===== src/rtl/led_mmio_ctrl.sv =====
// Memory-mapped LED peripheral: static pattern, per-bit blink and optional PWM dimming.
// Optional feature macro: LED_PWM_EN (adds the 8-bit PWM dimmer behind register 3).
module led_mmio_ctrl #(
  parameter logic [31:0] BASE_ADDR = 32'h8000_0000,
  parameter int          PERIOD_W  = 24
) (
  input  logic        clk_25mhz,
  input  logic        reset,
  input  logic [31:0] addr,
  input  logic        write_en,
  input  logic        read_en,
  input  logic [31:0] wdata,
  output logic [31:0] rdata,
  output logic        ready,
  output logic [7:0]  led
);

  logic [7:0]          led_data;
  logic [7:0]          blink_mask;
  logic [PERIOD_W-1:0] blink_period;
  logic [PERIOD_W-1:0] blink_cnt;
  logic                phase_on;
  logic [7:0]          pwm_duty_rd;

  logic [31:0] offset;
  logic [1:0]  idx;
  logic        accept;
  logic        wr_acc;
  logic [31:0] rd_val;
  logic [7:0]  base;
  logic [7:0]  led_next;
  logic        unused_wdata;

  assign offset = addr - BASE_ADDR;
  assign idx    = offset[1:0];
  // ready is high in the cycle after an accept, which keeps a held request from being taken twice
  assign accept = (offset < 32'd4) && (write_en || read_en) && !ready;
  assign wr_acc = accept && write_en;
  assign unused_wdata = ^wdata[31:8];

  assign base = led_data & ~(blink_mask & {8{~phase_on}});

`ifdef LED_PWM_EN
  logic [7:0] pwm_duty;
  logic [7:0] pwm_cnt;
  logic       pwm_on;

  assign pwm_duty_rd = pwm_duty;
  assign pwm_on      = (pwm_duty == 8'hFF) || (pwm_cnt < pwm_duty);
  assign led_next    = base & {8{pwm_on}};

  always_ff @(posedge clk_25mhz) begin
    if (reset) begin
      pwm_duty <= 8'hFF;
      pwm_cnt  <= 8'd0;
    end else begin
      pwm_cnt <= pwm_cnt + 8'd1;
      if (wr_acc && idx == 2'd3) pwm_duty <= wdata[7:0];
    end
  end
`else
  assign pwm_duty_rd = 8'hFF;
  assign led_next    = base;
`endif

  always_comb begin
    rd_val = 32'd0;
    case (idx)
      2'd0:    rd_val = {24'd0, led_data};
      2'd1:    rd_val = {24'd0, blink_mask};
      2'd2:    rd_val = {{(32-PERIOD_W){1'b0}}, blink_period};
      default: rd_val = {24'd0, pwm_duty_rd};
    endcase
  end

  always_ff @(posedge clk_25mhz) begin
    if (reset) begin
      led_data     <= 8'd0;
      blink_mask   <= 8'd0;
      blink_period <= '0;
      blink_cnt    <= '0;
      phase_on     <= 1'b1;
      ready        <= 1'b0;
      rdata        <= 32'd0;
      led          <= 8'd0;
    end else begin
      ready <= accept;
      rdata <= accept ? rd_val : 32'd0;

      if (wr_acc && idx == 2'd0) led_data   <= wdata[7:0];
      if (wr_acc && idx == 2'd1) blink_mask <= wdata[7:0];

      // Period write restarts the blink in the ON phase; >= lets a shortened period wrap at once
      if (wr_acc && idx == 2'd2) begin
        blink_period <= wdata[PERIOD_W-1:0];
        blink_cnt    <= '0;
        phase_on     <= 1'b1;
      end else if (blink_period == '0) begin
        blink_cnt <= '0;
        phase_on  <= 1'b1;
      end else if (blink_cnt >= blink_period - 1'b1) begin
        blink_cnt <= '0;
        phase_on  <= ~phase_on;
      end else begin
        blink_cnt <= blink_cnt + 1'b1;
      end

      led <= led_next;
    end
  end

endmodule


===== config.mk =====
export PLATFORM = sky130hd
export DESIGN_NAME = led_mmio_ctrl
export DESIGN_NICKNAME = d
export VERILOG_FILES = /design/src/rtl/led_mmio_ctrl.sv
export SDC_FILE = /design/constraint.sdc
export NUM_CORES = 1
export LEC_CHECK = 0
export BUFFER_PORTS_ARGS = -buffer_cell sky130_fd_sc_hd__buf_2
export CAP_MARGIN = 20
export CORE_UTILIZATION = 40
export CTS_CLUSTER_SIZE = 8
export DETAILED_ROUTE_END_ITERATION = 10
export GPL_TIMING_DRIVEN = 1
export SYNTH_ARGS = -nofsm -noshare
export SYNTH_HDL_FRONTEND = slang
export SYNTH_SLANG_ARGS = --single-unit

===== constraint.sdc =====
create_clock -name clk_25mhz -period 4.25 [get_ports clk_25mhz]
set_input_delay 0.6375 -clock clk_25mhz [delete_from_list [all_inputs] [get_ports clk_25mhz]]
set_output_delay 0.6375 -clock clk_25mhz [all_outputs]
set_load 0.005 [all_outputs]

# ---- Word level (Yosys, flattened, before mapping)
# Index checks and enable logic that the tools add are counted.
dict set report totals {
  output_inout_bits 41
  ff_bits 106
}
dict set report op_classes {
  mux 1
  n_addsub 3
  bitwise_logic 5
  reduce_logical 13
  magnitude_cmp 2
  n_eq_ne 2
}
# cell n
set ops {}
lappend ops {{24-bit case mux with 3 select lines} 1}
lappend ops {{32-bit by 3-bit less-than comparator with 1-bit output, second input constant} 1}
lappend ops {{32-bit subtractor, second input constant} 1}
lappend ops {{24-bit by 1-bit adder with 24-bit output, second input constant} 1}
lappend ops {{24-bit greater-or-equal comparator} 1}
lappend ops {{24-bit zero test} 1}
lappend ops {{24-bit by 1-bit subtractor with 24-bit output, second input constant} 1}
lappend ops {{8-bit AND} 2}
lappend ops {{8-bit NOT} 1}
lappend ops {{1-bit logical AND} 6}
lappend ops {{4-bit OR reduction} 1}
lappend ops {{3-bit OR reduction} 1}
lappend ops {{2-bit by 1-bit == test with 1-bit output, second input constant} 1}
lappend ops {{2-bit == test, second input constant} 1}
lappend ops {{2-bit zero test} 1}
lappend ops {{1-bit NOT} 2}
lappend ops {{2-bit OR reduction} 1}
lappend ops {{1-bit zero test} 1}
lappend ops {{1-bit logical OR} 1}

# ---- Depth between registers and ports, before layout
# Gate-level depths: netlist (run 1).
dict set report depth {
  depth_word 7
  mapped_depth 14
}

# ---- Worst setup path after synthesis (run 1)
# Ideal clock, no wire load.
dict set report synth_path {
  path_kind {flip-flop to flip-flop}
  startpoint {register blink_period[2]}
  endpoint {register blink_cnt[4]}
  synth_period_minus_slack_ns 3.106
  path_slack_ns 1.144
  required_time_ns 4.135
  arrival_ns 2.991
  n_path_buf 1
  setup_time_ns 0.115
  path_stages_with_launch 15
  cell_sequence {dfxtp_1 nor4_2 nor4b_4 and3_1 nand2_2 nor4_1 xnor2_1 ha_1 nand4_1 nor3_1 nand3_1 a31o_2 nand3_2 buf_4 nor2_1}
}
dict set report synth_via {
  elab_chain_len 3
  elab_cells_between_ends 4
  cone_classes {1 x add/sub; 1 x order compare; 2 x reduce/logical}
}
# element line_no
set synth_lines {}
lappend synth_lines {{start: declaration} 20} ;# logic [PERIOD_W-1:0] blink_period;
lappend synth_lines {{start signal: assignment} 95} ;# blink_period <= wdata[PERIOD_W-1:0];
lappend synth_lines {{24-bit by 1-bit subtractor with 24-bit output} 101} ;# end else if (blink_cnt >= blink_period - 1'b1) begin
lappend synth_lines {{24-bit greater-or-equal comparator} 101}
lappend synth_lines {{4-bit OR reduction (no line) *} n/a}
lappend synth_lines {{end signal: assignment} 105} ;# blink_cnt <= blink_cnt + 1'b1;
lappend synth_lines {{end: declaration} 21} ;# logic [PERIOD_W-1:0] blink_cnt;
# Mark *: on every way between the ends. The rest lies on a longest branch, timed or not.
# A chain may end at the register's enable or synchronous reset.

# ---- Worst setup path in the final report (run 1)
dict set report layout_path {
  startpoint {register blink_period[2]}
  endpoint {register blink_cnt[18]}
}
# The elaborated chain is that of the path after synthesis.

==> results of run 1 <==
[cell usage after synthesis, types with 3 or more instances]
cell | count | area share, %
sky130_fd_sc_hd__a21oi_1 | 36 | 3.8
sky130_fd_sc_hd__mux2i_1 | 16 | 3.4
sky130_fd_sc_hd__nand4_1 | 10 | 1.3
sky130_fd_sc_hd__and2_1 | 17 | 2.3
sky130_fd_sc_hd__xor2_1 | 16 | 3.0
sky130_fd_sc_hd__nor2_1 | 64 | 5.1
sky130_fd_sc_hd__nor4_1 | 9 | 1.2
sky130_fd_sc_hd__nor4_2 | 4 | 1.1
sky130_fd_sc_hd__nor3_1 | 17 | 1.8
sky130_fd_sc_hd__dfxtp_1 | 98 | 42
sky130_fd_sc_hd__or4_1 | 4 | 0.64
sky130_fd_sc_hd__nand2b_1 | 4 | 0.53
sky130_fd_sc_hd__nand2_1 | 71 | 5.7
sky130_fd_sc_hd__mux2_2 | 6 | 1.4
sky130_fd_sc_hd__nand3_1 | 13 | 1.4
sky130_fd_sc_hd__buf_2 | 3 | 0.32
sky130_fd_sc_hd__and3_1 | 5 | 0.67
sky130_fd_sc_hd__inv_1 | 5 | 0.40
sky130_fd_sc_hd__nor3b_1 | 11 | 1.8
sky130_fd_sc_hd__ha_1 | 27 | 7.2
sky130_fd_sc_hd__xnor2_1 | 27 | 5.0
sky130_fd_sc_hd__buf_4 | 10 | 1.6
sky130_fd_sc_hd__o22ai_1 | 8 | 1.1
sky130_fd_sc_hd__nor2b_1 | 9 | 1.2
sky130_fd_sc_hd__clkbuf_1 | 13 | 1.0
[routing by layer]
layer  track usage [%]  vias to the layer above
li1                  -                     1969
met1              23.4                     1768
met2              31.1                       82
met3              3.62                       13
met4              5.60                        0
met5                 0                        -
[worst max-delay path, stage by stage, from the launching register on]
cell	delay, ps
sky130_fd_sc_hd__dfxtp_1	380
sky130_fd_sc_hd__nor4_2	420
sky130_fd_sc_hd__nor4b_4	380
sky130_fd_sc_hd__and3_1	320
sky130_fd_sc_hd__nand2_2	120
sky130_fd_sc_hd__nor4_1	300
sky130_fd_sc_hd__xnor2_1	170
sky130_fd_sc_hd__ha_1	260
sky130_fd_sc_hd__nand4_1	120
sky130_fd_sc_hd__nor3_1	90
sky130_fd_sc_hd__a221oi_1	260
sky130_fd_sc_hd__o21a_1	220
sky130_fd_sc_hd__nand3_2	420
sky130_fd_sc_hd__a21oi_1	240
[sequential cells by signal (all words and copies together), names as in the netlist]
| name | cells |
|---|---|
| blink_cnt | 24 |
| blink_mask | 8 |
| blink_period | 24 |
| led | 8 |
| led_data | 8 |
| phase_on | 1 |
| rdata | 24 |
| ready | 1 |
[power by group through the flow]
stage | Clock [uW] | Sequential, uW | Combinational (uW)
after CTS | 791 | 918 | 56.8
after detailed placement | 0 | 939 | 56.5
after global routing | 828 | 917 | 62.5
after floorplan | 0 | 939 | 26.4
after global placement | 0 | 939 | 55.9
final | 776 | 918 | 57.1
[cells by family after synthesis]
kind of cell	count (synthesis)
DFF	98
buffers and inverters	35
and+or+nand+nor	252
xor gates and xnor gates	43
muxes	22
other	1
adders and majority gates	27
AOI/OAI and AO/OA	54
[per-stage QoR]
step           instances  hold WS (ps)  power, uW
2_1_floorplan        539           441        965
3_3_place_gp         745           464        995
3_5_place_dp         745           470        995
4_1_cts              760           486       1770
5_1_grt              760           506       1810
6_report             760           480       1750
[worst max path at each step]
stage / to / slack, ps
after floorplan: blink_cnt[4] / 1140
after global placement: blink_cnt[18] / 570
after detailed placement: blink_cnt[18] / 420
after CTS: blink_cnt[18] / 420
after global routing: blink_cnt[22] / 60
final: blink_cnt[18] / 450
[layout make-up]
| type | instances | area share [%] |
|---|---|---|
| Clock buffer | 10 | 4.36 |
| Clock inverter | 5 | 0.707 |
| Inverter | 5 | 0.342 |
| Multi-Input combinational cell | 406 | 47.0 |
| Sequential cell | 98 | 35.8 |
| Tap cell | 143 | 3.26 |
| Timing Repair Buffer | 93 | 8.53 |
==> impl_metrics.tcl, run 1 <==
set metrics [dict create \
    layout_fillers 1136 \
    insertion_delay_ps 350 \
    wl_met2_microns 5110 \
    start_util_pct 41.2 \
    power.internal_uw 1360 \
    worst_slack_ps 449 \
    clock-sinks 98 \
    mappedNetlistArea_sq_um 4700 \
    met3RoutedLength_microns 410 \
    end_kind "register" \
    switchingPower_uw 394 \
    fmaxAchievable_mhz 263 \
    via_per_inst 5.04 \
    post_cts_resized 0 \
    floorplan.rows 39 \
    period_share_pct 89.4 \
    leakage_power_uw 0.00234 \
    largest_net_degree_at_the_start_of_global_routing 60 \
    highest-signal-layer "met4" \
    drv_cap 0 \
    worst_setup_path_start_kind "register" \
    worst_r2r_path_depth 13 \
    root_buffer "sky130_fd_sc_hd__clkbuf_16" \
    highest_ir_drop_seen_on_vdd_mv 0.255 \
    route.detailed.drc 0 \
    ctsHtreeMaxLevel 3 \
    critPathMaxFanout 24 \
    post_drt_wl_per_cell_microns 14.2 \
    route.antenna.remaining_nets 0 \
    number_of_flops_mapped_to_enable_cells_by_yosys 0 \
    skew_ps 6.86 \
    final.setup.tns_ps 0 \
    asyncSetResetFlopFracSynth_pct 0 \
    setup.reg_to_reg.worst_slack_ps 450 \
    switching_share_pct 22.5 \
    antenna_violations_before_repair 0 \
    postSynth.topFlopCell "sky130_fd_sc_hd__dfxtp_1" \
    post_synth_mux_area_share_pct 4.84 \
    cts_hold_repair.buffers 0 \
    syn-instance-count 532 \
    synth_sequential_area_ratio_pct 41.7 \
    cts_setup_buffers 0 \
    cell_area_after_placement_sq_um 5210 \
    crit-reg2reg-capture "blink_cnt[18]" \
    cts.clk_slew.worst_paths_ps 70 \
    firstDrtPassIters 4 \
    required_ps 4510 \
    finalSetupViolations 0 \
    post-place-ws_ps 422 \
    globalplace.congestion 0.775 \
    timing.critical_path.arrival_ps 4070 \
    post_synth_and_or_nand_nor_area_fraction_pct 27.8 \
    regArea_sq_um 1960 \
    max_slew.worst_pin.slew_ps 1100 \
    fp.dieArea_sq_um 12200 \
    syn_avg_cell_area_sq_um 8.84 \
    main_combinational_cell_family_by_area_after_synthesis "simple AND/OR/NAND/NOR gates" \
    timing_worst_setup_path_type "register to register" \
    final_core_util_pct 48.0 \
    placement.io_buffers 92 \
    cts_tree "yes" \
    post_synth_num_cell_types 47 \
    synth_xor_area_share_pct 8.01 \
    die_h_microns 110 \
    place.detailed.hpwl_microns 7780 \
    slew_viol_final 0 \
    r2r_start "blink_period[2]" \
    yosys_register_bits 98 \
    hold_path_class "register to register" \
    max-slew-margin-rel_pct 26.7 \
    min_delay_worst_endpoint "blink_cnt[0]" \
    grt_util_all_layers_pct 18.3 \
    post_route_minimum_period_ps 3800 \
    detailroute.via_count 3832 \
    rsz0062_at_grt "false" \
    finalInstanceArea_sq_um 5480 \
    p_clk_share_pct 44.3 \
    met1Wirelength_microns 5140 \
    synthAdderAreaFrac_pct 7.18 \
    most_frequent_standard_cell_in_the_layout_excluding_fill_and_tap_cells "sky130_fd_sc_hd__dfxtp_1" \
    num-nets-final 708 \
    synth-compound-area-share_pct 6.39 \
    post_route_cells_drive_above_1_share_pct 20.3 \
    outcome "finished clean" \
    seq_power_share_pct 52.4 \
    multi_input_comb_area_sq_um 2580 \
    floorplan.io_pins 109 \
    antenna_cells 0 \
    timing_hold_violations_final 0 \
    most-common-layout-cells "98 x sky130_fd_sc_hd__dfxtp_1, 92 x sky130_fd_sc_hd__buf_2, 71 x sky130_fd_sc_hd__nand2_1, 64 x sky130_fd_sc_hd__nor2_1, 36 x sky130_fd_sc_hd__a21oi_1" \
    worst_hold_path.num_cells 1 \
    setup.worst_path.start "blink_period[2]" \
    cts_buffers 9 \
    power.combinational.fraction_pct 3.3 \
    hold_path.startpoint "blink_cnt[0]" \
    area_grow_syn2layout_pct 16.6 \
    yosysWarningCount 0 \
    cts_buffer_depth 2 \
    grt_pass1_vias 3864 \
    power.density_cell_area_nw_per_um2 319 \
    detailed_router_s_first_iteration_violation_count 139 \
    die_w_microns 110 \
    wirelength_microns 10800 \
    grt.overflow.total 0 \
    grt_pass1_wl_microns 18400 \
    core_sq_um 11400 \
]
No activity file was read; power rests on OpenSTA's default activity.
==> run 2, diff against run 1 <==
--- a/config.mk
+++ b/config.mk
@@ -7,6 +7,7 @@
 export LEC_CHECK = 0
 export BUFFER_PORTS_ARGS = -buffer_cell sky130_fd_sc_hd__buf_2
 export CAP_MARGIN = 20
+export CORE_MARGIN = 8
 export CORE_UTILIZATION = 40
 export CTS_CLUSTER_SIZE = 8
 export DETAILED_ROUTE_END_ITERATION = 10
==> run 2 against run 1 <==
  * First-iteration DRC count grew 48%
  * Routed wire length up 6.1%
  * Die area grew 27%
  * Final area rose by 0.52%
  * Critical endpoint unchanged
==> impl_metrics.tcl, run 2 (same netlist as run 1, synthesis figures left out) <==
set metrics [dict create \
    outcome "finished clean" \
    grt_pass1_vias 3823 \
    drv_cap 0 \
    cts_buffer_depth 2 \
    highest_ir_drop_seen_on_vdd_mv 0.252 \
    finalSetupViolations 0 \
    final.setup.tns_ps 0 \
    hold_path_class "register to register" \
    globalplace.congestion 0.755 \
    firstDrtPassIters 5 \
    worst_setup_path_start_kind "register" \
    root_buffer "sky130_fd_sc_hd__clkbuf_16" \
    finalInstanceArea_sq_um 5510 \
    placement.io_buffers 92 \
    critical-path-top-delay-family "simple AND/OR/NAND/NOR gates" \
    slew_viol_final 0 \
    met3RoutedLength_microns 476 \
    floorplan.rows 39 \
    crit_path_top_delay_cell "sky130_fd_sc_hd__nor4_2" \
    route.detailed.drc 0 \
    critPathMaxFanout 24 \
    fmaxAchievable_mhz 262 \
    setup.worst_path.start "blink_period[2]" \
    met1Wirelength_microns 5270 \
    cts.clk_slew.worst_paths_ps 70 \
    largest_net_degree_at_the_start_of_global_routing 33 \
    place.detailed.hpwl_microns 8630 \
    antenna_violations_before_repair 0 \
    timing_worst_setup_path_type "register to register" \
    timing.critical_path.arrival_ps 4070 \
    post_route_cells_drive_above_1_share_pct 20.5 \
    cts_tree "yes" \
    via_per_inst 5.05 \
    floorplan.io_pins 109 \
    num-nets-final 709 \
    largestRegisters "blink_cnt (24), blink_period (24), rdata (24)" \
    die_w_microns 124 \
    wl_met2_microns 5520 \
    post_cts_resized 0 \
    antenna_cells 0 \
    period_share_pct 89.7 \
    r2r_start "blink_period[2]" \
    holdWs_ps 488 \
    insertion_delay_ps 350 \
    end_kind "register" \
    grt_pass1_wl_microns 19200 \
    most-common-layout-cells "98 x sky130_fd_sc_hd__dfxtp_1, 92 x sky130_fd_sc_hd__buf_2, 71 x sky130_fd_sc_hd__nand2_1, 64 x sky130_fd_sc_hd__nor2_1, 36 x sky130_fd_sc_hd__a21oi_1" \
    post_drt_wl_per_cell_microns 15.1 \
    critical-path-max-stage-delay_ps 410 \
    hold_path.startpoint "blink_period[0]" \
    route.antenna.remaining_nets 0 \
    cts_setup_buffers 0 \
    max_slew.worst_pin.slew_ps 969 \
    wirelength_microns 11500 \
    most_frequent_standard_cell_in_the_layout_excluding_fill_and_tap_cells "sky130_fd_sc_hd__dfxtp_1" \
    max-slew-margin-rel_pct 35.4 \
    clock-sinks 98 \
    critical_path.cell_chain "nor4_2 -> nor4b_4 -> and3_1 -> nand2_2 -> nor4_1 -> xnor2_1 -> ha_1 -> nand4_1 -> nor3_1 -> a221oi_1 -> o21a_1 -> nand3_2 -> a21oi_1" \
    ctsHtreeMaxLevel 3 \
    timing_hold_violations_final 0 \
    leakage_power_uw 0.00235 \
    rsz0062_at_grt "false" \
    die_h_microns 124 \
    post_route_minimum_period_ps 3810 \
    area_grow_syn2layout_pct 17.2 \
    grt_util_all_layers_pct 14.8 \
    cts_hold_repair.buffers 0 \
    design_power_total_uw 1800 \
    cell_area_after_placement_sq_um 5210 \
    highest-signal-layer "met4" \
    skew_ps 11.2 \
    detailroute.via_count 3845 \
    cts_buffers 9 \
    fp.dieArea_sq_um 15500 \
    power.density_cell_area_nw_per_um2 327 \
    final_core_util_pct 48.1 \
    start_util_pct 41.0 \
    core_sq_um 11500 \
    grt.overflow.total 0 \
    required_ps 4510 \
    detailed_router_s_first_iteration_violation_count 206 \
    path_buf_inv 0 \
]
## run 2: final timing paths
check                                  endpoint  cells past startpoint  slack, ps
worst min-delay path            blink_period[0]                      2        490
worst max register to register    blink_cnt[18]                     13        440
worst max-delay path              blink_cnt[18]                     13        440
worst min register to register  blink_period[0]                      2        490
## run 2: worst min-delay path, cell delays in order (launching register included)
cell and delay (ps):
sky130_fd_sc_hd__dfxtp_1 340, sky130_fd_sc_hd__nand2_1 60, sky130_fd_sc_hd__a21oi_1 50
## run 2: per-layer routing
layer,vias to the layer above,GRT usage (%)
li1,1977,-
met1,1775,18.1
met2,76,24.6
met3,17,4.09
met4,0,4.75
met5,-,0
## run 2: power breakdown
| group | switching [uW] | total [uW] | internal, uW |
|---|---|---|---|
| clock | 364 | 825 | 460 |
| combinational | 32.1 | 58.6 | 26.5 |
| sequential | 0.0000000842 | 918 | 918 |
| total | 396 | 1800 | 1400 |
## run 2: layout make-up
type	count	area, sq um
inverters	5	18.8
clock inverters	7	73.8
well taps	143	179
flip-flops and latches	98	1960
fillers	1093	5950
repair buffers	94	475
clock buffers	9	225
multi-input cells	406	2580
## run 2: through the flow
step | std cells | setup WS (ps)
finish | 762 | 440
CTS | 762 | 408
global route | 762 | 91.2
detailed placement | 746 | 471
global placement | 746 | 579
floorplan | 539 | 1140
==> run 3, diff against run 2 <==
--- a/config.mk
+++ b/config.mk
@@ -5,12 +5,14 @@
 export SDC_FILE = /design/constraint.sdc
 export NUM_CORES = 1
 export LEC_CHECK = 0
+export ABC_AREA = 1
 export BUFFER_PORTS_ARGS = -buffer_cell sky130_fd_sc_hd__buf_2
-export CAP_MARGIN = 20
+export CAP_MARGIN = 40
 export CORE_MARGIN = 8
 export CORE_UTILIZATION = 40
 export CTS_CLUSTER_SIZE = 8
 export DETAILED_ROUTE_END_ITERATION = 10
+export GPL_ROUTABILITY_DRIVEN = 0
 export GPL_TIMING_DRIVEN = 1
 export SYNTH_ARGS = -nofsm -noshare
 export SYNTH_HDL_FRONTEND = slang
==> run 3 against run 2 <==
  * Synthesized area up 11%
  * Sequential power about the same
  * Final cell count up 36%
  * Maximum frequency up 26%
  * Sequential share of layout area down 3.4 points
  * Power down 1.3%
  * Hold slack worse by 24 ps
  * Worst setup slack better by 790 ps
  * Global-route usage up 1.3 points
  * Via count up 23%
  * Non-clock buffer count up 4
  * Clock skew down 3.5 ps
  * Critical path type unchanged
  * Largest power group unchanged
==> impl_metrics.tcl, run 3 <==
set metrics [dict create \
    switchingPower_uw 404 \
    regArea_sq_um 1960 \
    seq_power_share_pct 51.6 \
    die_h_microns 130 \
    final.setup.tns_ps 0 \
    postSynth.topFlopCell "sky130_fd_sc_hd__dfxtp_1" \
    cell_types_with_the_highest_counts_after_synthesis "203 x sky130_fd_sc_hd__nand2_1, 164 x sky130_fd_sc_hd__nor2_1, 98 x sky130_fd_sc_hd__dfxtp_1" \
    fp.dieArea_sq_um 16900 \
    route.antenna.remaining_nets 0 \
    switching_share_pct 22.7 \
    asyncSetResetFlopFracSynth_pct 0 \
    highest_ir_drop_seen_on_vdd_mv 0.200 \
    mappedNetlistArea_sq_um 5210 \
    grt_pass1_wl_microns 22000 \
    wirelength_microns 13000 \
    root_buffer "sky130_fd_sc_hd__clkbuf_16" \
    netlist_top_cells_area "sky130_fd_sc_hd__dfxtp_1 38%, sky130_fd_sc_hd__nand2_1 15%, sky130_fd_sc_hd__nor2_1 12%" \
    outcome "finished clean" \
    cts.clk_slew.worst_paths_ps 70 \
    most-common-layout-cells "203 x sky130_fd_sc_hd__nand2_1, 164 x sky130_fd_sc_hd__nor2_1, 98 x sky130_fd_sc_hd__dfxtp_1, 92 x sky130_fd_sc_hd__buf_2, 88 x sky130_fd_sc_hd__inv_1" \
    post_drt_wl_per_cell_microns 12.6 \
    syn-instance-count 773 \
    number_of_flops_mapped_to_enable_cells_by_yosys 0 \
    timing_worst_setup_path_type "register to register" \
    hold_path_class "register to register" \
    synth_sequential_area_ratio_pct 37.6 \
    cts_buffer_depth 2 \
    post_synth_num_cell_types 29 \
    num-nets-final 955 \
    largestRegisters "blink_cnt (24), blink_period (24), rdata (24)" \
    finalSetupViolations 0 \
    skew_ps 7.71 \
    synthMostInstantiatedCell "sky130_fd_sc_hd__nand2_1" \
    grt_util_all_layers_pct 16.1 \
    floorplan.rows 41 \
    yosys_register_bits 98 \
    timing.critical_path.arrival_ps 3280 \
    layout_fillers 1337 \
    ctsHtreeMaxLevel 3 \
    required_ps 4510 \
    cts_tree "yes" \
    floorplan.io_pins 109 \
    max_slew.worst_pin.slew_ps 552 \
    rsz0062_at_grt "false" \
    insertion_delay_ps 350 \
    die_w_microns 130 \
    timing_hold_violations_final 0 \
    detailroute.via_count 4728 \
    via_per_inst 4.56 \
    fmaxAchievable_mhz 331 \
    antenna_violations_before_repair 0 \
    slew_viol_final 0 \
    power.density_cell_area_nw_per_um2 291 \
    p_clk_share_pct 45.1 \
    cts_buffers 9 \
    placement.io_buffers 92 \
    power.combinational.fraction_pct 3.3 \
    post-synth-top-area-fraction_pct 37.6 \
    grt.overflow.total 0 \
    yosysWarningCount 0 \
    multi_input_comb_area_sq_um 2780 \
    start_util_pct 41.1 \
    grt_pass1_vias 4639 \
    leakage_power_uw 0.00323 \
    area_grow_syn2layout_pct 17.0 \
    clock-sinks 98 \
    cts_hold_repair.buffers 0 \
    cts_setup_buffers 0 \
    largest_net_degree_at_the_start_of_global_routing 50 \
    drv_cap 0 \
    firstDrtPassIters 4 \
    place.detailed.hpwl_microns 9930 \
    most_frequent_standard_cell_in_the_layout_excluding_fill_and_tap_cells "sky130_fd_sc_hd__nand2_1" \
    synth_area_leader_cell "sky130_fd_sc_hd__dfxtp_1" \
    antenna_cells 0 \
    critPathMaxFanout 24 \
    period_share_pct 71.0 \
    power.internal_uw 1370 \
    route.detailed.drc 0 \
    detailed_router_s_first_iteration_violation_count 310 \
    core_sq_um 12700 \
    syn_avg_cell_area_sq_um 6.74 \
    post_route_minimum_period_ps 3020 \
    end_kind "register" \
    max-slew-margin-rel_pct 63.2 \
    worst_setup_path_start_kind "register" \
    post_route_cells_drive_above_1_share_pct 14.1 \
    holdWs_ps 464 \
    post_cts_resized 0 \
]
==> run 3: changes by cell type in the layout (fill, tap and decap cells not counted), sizes merged, moves of 9 or more <==
cell	previous run	this run
nand2	72	203
nor2	64	170
inv	8	88
nor3	18	46
a21oi	36	11
xnor2	27	9
and2	17	1
mux2i	16	0
nor4	13	1
nor3b	11	0
nor2b	9	0
xor2	16	25
==> run 3: worst paths after layout <==
path	cells after the start	to	from	slack, ps
setup / recovery	20	blink_cnt[4]	blink_period[0]	1230
hold / removal	2	led[3]	led_data[3]	460
setup reg to reg	20	blink_cnt[4]	blink_period[0]	1230
hold reg to reg	2	led[3]	led_data[3]	460
==> run 3: logic make-up after synthesis <==
group / after synthesis / synth area share [%]
adder cells (fa/ha/maj): 27 / 6.48
XOR/XNOR: 34 / 5.71
AND/OR/NAND/NOR: 454 / 35.7
other: 1 / 0.0719
flip-flops: 98 / 37.6
buffers and inverters: 118 / 9.65
AO/OA/AOI/OAI: 41 / 4.80
==> run 3: metrics by stage <==
stage | total power [uW] | area, sq um | std cells | util, % | worst slack (ps)
floorplan | 967 | 5240 | 780 | - | 1500
global placement | 997 | 5780 | 1019 | 45.6 | 1170
detailed placement | 997 | 5810 | 1021 | 45.8 | 1230
CTS | 1790 | 6100 | 1037 | 48.1 | 1210
global route | 1830 | 6100 | 1037 | 48.1 | 696
finish | 1780 | 6100 | 1037 | 48.1 | 1230
==> run 3: area by class of cell <==
cell class / count / area share (%)
repair buffers: 98 / 8.54
inverters: 89 / 5.48
clock inverters: 5 / 0.636
well taps: 172 / 3.53
clock buffers: 11 / 4.14
multi-input cells: 564 / 45.5
flip-flops and latches: 98 / 32.2
==> run 3: per-layer routing <==
layer / part of all wire, % / wire length [microns] / up-vias / track usage [%]
met4: 1.2 / 154 / 0 / 4.99
met3: 5.8 / 761 / 10 / 4.65
met1: 50 / 6550 / 2057 / 21.8
met2: 43 / 5580 / 101 / 24.3
li1: - / - / 2560 / -
met5: 0 / 0 / - / 0
==> run 3: critical path, stage by stage (launching register included) <==
cell                      delay [ps]
sky130_fd_sc_hd__dfxtp_1         300
sky130_fd_sc_hd__inv_1           180
sky130_fd_sc_hd__ha_1            230
sky130_fd_sc_hd__nand2_1          60
sky130_fd_sc_hd__nor2_1           80
sky130_fd_sc_hd__buf_4           150
sky130_fd_sc_hd__nand3_1         100
sky130_fd_sc_hd__nor2_1          150
sky130_fd_sc_hd__nand2_1         120
sky130_fd_sc_hd__nor2_1          130
sky130_fd_sc_hd__xor2_1          150
sky130_fd_sc_hd__inv_1            50
sky130_fd_sc_hd__ha_1            260
sky130_fd_sc_hd__nand2_1          60
sky130_fd_sc_hd__inv_1            30
sky130_fd_sc_hd__nand3_1         100
sky130_fd_sc_hd__inv_1            50
sky130_fd_sc_hd__a21oi_1         200
sky130_fd_sc_hd__nand2_1          90
sky130_fd_sc_hd__buf_4           230
sky130_fd_sc_hd__nor3_1          190
==> run 3: power groups by stage <==
stage | clock [uW] | sequential (uW) | combinational [uW]
floorplan | 0 | 939 | 27.7
global placement | 0 | 939 | 58.0
detailed placement | 0 | 939 | 58.2
CTS | 816 | 917 | 58.4
global route | 851 | 917 | 64.8
finish | 801 | 918 | 58.3
